[config.mk]
export PLATFORM = sky130hd
export DESIGN_NAME = afpm_operand_loader
export DESIGN_NICKNAME = d
export VERILOG_FILES = /design/src/rtl/afpm_operand_loader.sv
export SDC_FILE = /design/constraint.sdc
export NUM_CORES = 1
export LEC_CHECK = 0
export BUFFER_PORTS_ARGS = -buffer_cell sky130_fd_sc_hd__clkbuf_2
export CAP_MARGIN = 10
export CORE_ASPECT_RATIO = 0.75
export CORE_UTILIZATION = 49
export DETAILED_ROUTE_END_ITERATION = 10
export PLACE_DENSITY = 0.86
export RECOVER_POWER = 50
export SYNTH_ARGS = -nofsm -noshare
export SYNTH_HDL_FRONTEND = slang
export SYNTH_SLANG_ARGS = --single-unit
[constraint.sdc]
create_clock -name clk -period 2.1 [get_ports clk]
set_input_delay 0.315 -clock clk [delete_from_list [all_inputs] [get_ports clk]]
set_output_delay 0.315 -clock clk [all_outputs]
set_load 0.005 [all_outputs]
[src/rtl/afpm_operand_loader.sv]
// rtl/afpm_operand_loader.sv - assembles two FP16 operands from byte strobes, pre-classifies them, hands the pair over valid/ready
module afpm_operand_loader #(
    parameter int FLUSH_SUBNORM = 1,
    parameter int TIMEOUT       = 255
) (
    input  logic        clk,
    input  logic        rst,
    input  logic        soft_clr,
    input  logic [7:0]  byte_in,
    input  logic        byte_stb,
    output logic [15:0] op_a,
    output logic [15:0] op_b,
    output logic        op_valid,
    input  logic        op_ready,
    output logic [1:0]  res_class,
    output logic        res_sign,
    output logic [1:0]  byte_cnt,
    output logic        overrun,
    output logic        err_timeout
);

    typedef enum logic [2:0] {S_AH, S_AL, S_BH, S_BL, S_ISSUE} state_t;

    // The idle counter only has to reach TIMEOUT-1: expiry is the TIMEOUT-th idle cycle.
    localparam int CW = (TIMEOUT > 1) ? $clog2(TIMEOUT) : 1;
    localparam logic [CW-1:0] CNT_LAST = CW'((TIMEOUT > 0) ? TIMEOUT - 1 : 0);

    state_t        state, state_n;
    logic [7:0]    a_hi, a_lo, b_hi;
    logic [CW-1:0] idle_cnt;
    logic          accept, ovr_n, to_n, cnt_clr, cnt_inc;
    logic [15:0]   new_a, new_b;
    logic          a_nan, a_inf, a_zero, b_nan, b_inf, b_zero;
    logic [1:0]    class_n;

    function automatic logic [15:0] flush_op(input logic [15:0] x);
        flush_op = x;
        if (FLUSH_SUBNORM != 0 && x[14:10] == 5'd0)
            flush_op[9:0] = 10'd0;
    endfunction

    assign new_a  = flush_op({a_hi, a_lo});
    assign new_b  = flush_op({b_hi, byte_in});
    assign a_nan  = (&new_a[14:10]) & (|new_a[9:0]);
    assign a_inf  = (&new_a[14:10]) & ~(|new_a[9:0]);
    assign a_zero = ~(|new_a[14:0]);
    assign b_nan  = (&new_b[14:10]) & (|new_b[9:0]);
    assign b_inf  = (&new_b[14:10]) & ~(|new_b[9:0]);
    assign b_zero = ~(|new_b[14:0]);

    always_comb begin
        class_n = 2'd0;
        if (a_nan | b_nan | (a_inf & b_zero) | (a_zero & b_inf))
            class_n = 2'd3;
        else if (a_inf | b_inf)
            class_n = 2'd2;
        else if (a_zero | b_zero)
            class_n = 2'd1;
    end

    always_ff @(posedge clk or posedge rst) begin
        if (rst)
            state <= S_AH;
        else
            state <= state_n;
    end

    always_comb begin
        state_n = state;
        accept  = 1'b0;
        ovr_n   = 1'b0;
        to_n    = 1'b0;
        cnt_clr = 1'b0;
        cnt_inc = 1'b0;
        if (soft_clr) begin
            state_n = S_AH;
            cnt_clr = 1'b1;
        end else begin
            case (state)
                S_ISSUE: begin
                    if (op_ready)
                        state_n = S_AH;
                    ovr_n = byte_stb;
                end
                S_AH: begin
                    if (byte_stb) begin
                        accept  = 1'b1;
                        state_n = S_AL;
                    end
                end
                S_AL, S_BH, S_BL: begin
                    if (byte_stb) begin
                        accept  = 1'b1;
                        cnt_clr = 1'b1;
                        state_n = state_t'(state + 3'd1);
                    end else if (TIMEOUT > 0 && idle_cnt == CNT_LAST) begin
                        state_n = S_AH;
                        to_n    = 1'b1;
                        cnt_clr = 1'b1;
                    end else if (TIMEOUT > 0) begin
                        cnt_inc = 1'b1;
                    end
                end
                default: state_n = S_AH;
            endcase
        end
    end

    always_ff @(posedge clk or posedge rst) begin
        if (rst) begin
            a_hi        <= 8'd0;
            a_lo        <= 8'd0;
            b_hi        <= 8'd0;
            op_a        <= 16'd0;
            op_b        <= 16'd0;
            res_class   <= 2'd0;
            res_sign    <= 1'b0;
            overrun     <= 1'b0;
            err_timeout <= 1'b0;
            idle_cnt    <= '0;
        end else begin
            if (accept) begin
                case (state)
                    S_AH:    a_hi <= byte_in;
                    S_AL:    a_lo <= byte_in;
                    S_BH:    b_hi <= byte_in;
                    default: ;
                endcase
            end
            // The fourth byte goes straight into op_b without an intermediate register.
            if (accept && state == S_BL) begin
                op_a      <= new_a;
                op_b      <= new_b;
                res_class <= class_n;
                res_sign  <= new_a[15] ^ new_b[15];
            end
            overrun     <= ovr_n;
            err_timeout <= to_n;
            if (cnt_clr)
                idle_cnt <= '0;
            else if (cnt_inc && idle_cnt != '1)
                idle_cnt <= idle_cnt + CW'(1);
        end
    end

    assign op_valid = (state == S_ISSUE);

    always_comb begin
        case (state)
            S_AL:    byte_cnt = 2'd1;
            S_BH:    byte_cnt = 2'd2;
            S_BL:    byte_cnt = 2'd3;
            default: byte_cnt = 2'd0;
        endcase
    end

endmodule

==> metrics.md <==
| Metric | Value |
|---|---|
| Total gr overflow | `0` |
| PortBufs | `52` |
| Synth Cell Area | `3170 um2` |
| Antenna cells | `0` |
| Critical path endpoint category | `primary output` |
| Clock latency on the worst-skew pair | `between 0.3 and 0.4 ns` |
| Rel. slew slack | `a little under a tenth` |
| Largest net degree at the start of global routing | `40` |
| Total Power | `approximately 3.3 mW` |
| WP data required | `roughly 1.8 ns` |
| Final GP Congestion | `0.858` |
| Outcome | `complete, no violations` |
| Met2 Routed Length | `a little under 3 mm` |
| Fmax | `between 0.5 and 0.6 GHz` |
| DP HPWL | `~4.5 mm` |
| Total Negative Setup Slacks | `0 ns` |
| Data arrival, critical path | `~1.5 ns` |
| Post-place instance area | `around 3500 um2` |
| Wire per inst | `around 16 um` |
| Distinct cells, synth | `45` |
| Post-DR vias/cell | `5.54` |
| Final Cell Area | `3710 um2` |
| Tightest Pin Transition | `1.36 ns` |
| Unrepaired setup endpoints after global routing | `false` |
| CTS Sinks | `72` |
| Fillcell total | `roughly 490` |
| CP startpoint kind | `flop` |
| Starting Density | `~53%` |
| Initial antenna violation count | `0` |
| XOR/XNOR Fraction of Synth Area | `1.38%` |
| P_sw | `roughly 0.92 mW` |
| Sequential cell area fraction in the yosys report | `a little under three fifths` |
| EDFF count, synth | `0` |
| Drt pass-1 iters | `4` |
| CTS root buffer | `clkbuf_8` |
| Slew Viols, Final | `0` |
| Switching part of the total | `27.7%` |
| Fraction of registers with async set/reset | `100%` |
| First-pass GRT wire length | `~11 mm` |
| Synth Area in Adders | `between 2 and 3%` |
| Core ar. | `slightly above 6000 um2` |
| Met3 routed WL | `~350 um` |
| Post-CTS Resized | `0` |
| WL met1 | `a little under 3 mm` |
| Worst clock skew | `around 0.0077 ns` |
| Synth Area in Simple Gates | `between 10% and 20%` |
| Mean Syn Cell Area | `~13 um2` |
| Die footprint | `just under 7000 um2` |
| Setup Buffers After CTS | `0` |
| Final Hold Vio Count | `0` |
| Num CTS Buffers | `9` |
| Syn-to-layout area delta | `17.2%` |
| Yosys reg bits | `about 70` |
| Commonest register cell after synthesis | `dfrtp_1` |
| Die width | `94.9 um` |
| Reg power frac | `between 50% and 60%` |
| Final setup fails | `0` |
| Die H | `71.7 um` |
| Drt first-iter violations | `about 100` |
| Layout cells sized above 1 | `a little under two fifths` |
| R2R setup slack | `just over 0.3 ns` |
| Mux cell area share after synthesis | `around 13%` |
| Worst VDD drop | `0.530 mV` |
| Syn Inst Count | `roughly 250` |
| Total track usage | `21.5%` |
| TritonCTS clock tree | `done` |
| Number of global-route vias before repair | `around 2200` |
| Hold-fix buffers at CTS | `0` |
| Via count | `between 2000 and 2500` |
| Combinational power share | `roughly 15%` |
| Net Count, Synth | `265` |
| Synth Area in Compound Gates | `a little under an eighth` |
| Total wire length | `between 6 and 7 mm` |
| Period minus WS final | `1.83 ns` |
| Clk pwr share | `32.3%` |
| Power density over the cells | `895 nW/um2` |
| Fin nets | `about 320` |
| CTS clk-pin slew, worst paths | `0.07 ns` |
| Critical setup path kind | `reg2out` |
| Int Pwr | `2.40 mW` |
| Clock Path Buffers | `2` |
| H-tree levels | `3` |
| Row cnt | `24` |
| Reg2Reg Depth | `7` |
| Period utilisation layout | `just under 90%` |
| P_leak | `~1.8 nW` |
| Uppermost layer routed | `met4` |
| DRT antenna net count | `0` |
| Hold Crit Depth | `2` |
| Max-Cap Viols | `0` |
| DRC | `0` |
| Crit path max fanout | `6` |
| HP Class | `in2reg` |
| Top Ports | `53` |
| Warnings, synthesis | `0` |
| Largest family of logic cells by synthesized area | `multiplexers` |
==> kinds of logic (layout without fill, tap and decap cells) <==
| family | count (synthesis) | in the layout |
|---|---|---|
| compound gates | 45 | 45 |
| flops | 72 | 72 |
| fa+ha+maj | 7 | 7 |
| simple gates | 62 | 62 |
| mux | 38 | 38 |
| buf+inv | 16 | 80 |
| xor+xnor | 5 | 5 |
==> layer usage <==
layer / track usage [%] / vias up
met1: 28.5 / 1069
met5: 0 / -
met2: 32.0 / 50
met4: 7.91 / 0
li1: - / 1012
met3: 8.70 / 14
==> stage by stage <==
step                      util, %  worst slack (ns)  cells  hold WS (ns)
final                        61.5             0.273    387         0.226
after global routing         61.5             0.157    387         0.222
after CTS                    62.0             0.257    387        0.0856
after detailed placement     58.7             0.286    371         0.456
after global placement       58.7             0.409    371         0.442
after floorplan                 -             0.501    245         0.375
==> critical path, cell delays in order, from the launching register on <==
cell and delay, ns:
dfrtp_1 0.41, ha_1 0.21, ha_1 0.26, a21o_1 0.19
clkbuf_2 0.10
==> cells in the final DEF, fill, tap and decap left out, types with 2 or more instances in the layout <==
cell      instances
dfrtp_1          72
clkbuf_2         49
mux2_2           36
a22o_1           20
nor2_1           18
clkbuf_8         10
inv_1             8
nand2_1           8
ha_1              7
clkbuf_1          6
nand3_1           5
xnor2_1           5
o21ai_0           5
and2_1            4
nor2b_1           4
nor4_1            4
nor3_1            4
a21oi_1           4
and3_1            3
o21ai_2           2
or4_1             2
mux2i_1           2
a211oi_1          2
clkinv_2          2
==> area by class of cell <==
class	instances	area [um2]	share of cell area (%)
sequential	72	1800	48.5
multi-input combinational	157	1300	35.0
timing repair buffer	55	284	7.65
clock buffer	11	141	3.81
tap	78	97.6	2.63
clock inverter	5	56.3	1.52
inverter	9	35.0	0.943
==> sequential cells by signal, indices dropped and copies added (netlist names), 2 cells and up <==
register / count
a_hi: 8
a_lo: 8
b_hi: 8
idle_cnt: 8
op_a: 16
op_b: 16
res_class: 2
state: 3
==> synth_stat cells (2+ instances only) <==
cell type	number	share of area, %
a211oi_1	2	0.47
a21oi_1	4	0.63
a22o_1	20	5.5
and2_1	4	0.79
and3_1	3	0.59
buf_2	5	0.79
dfrtp_1	72	57
ha_1	7	2.8
inv_1	9	1.1
mux2_2	36	13
mux2i_1	2	0.63
nand2_1	8	0.95
nand3_1	5	0.79
nor2_1	18	2.1
nor2b_1	4	0.79
nor3_1	4	0.63
nor4_1	4	0.79
o21ai_0	5	0.79
o21ai_2	2	0.55
or4_1	2	0.47
xnor2_1	5	1.4
==> worst paths after layout <==
path	start	end
worst max-delay path	state[0]	byte_cnt[1]
worst min-delay path	soft_clr	state[0]
worst max register to register	state[0]	idle_cnt[6]
worst min register to register	res_sign	res_sign
max in group asynchronous	rst	a_lo[6]
min in group asynchronous	rst	op_b[11]
==> power groups by stage <==
stage / registers [mW] / clock network (mW) / logic (mW)
5_1_grt: 1.78 / 1.15 / 0.541
2_1_floorplan: 1.72 / 0 / 0.361
4_1_cts: 1.76 / 1.09 / 0.498
3_3_place_gp: 1.76 / 0 / 0.468
6_report: 1.76 / 1.08 / 0.488
3_5_place_dp: 1.78 / 0 / 0.496
(Power assumes the default switching activity.)
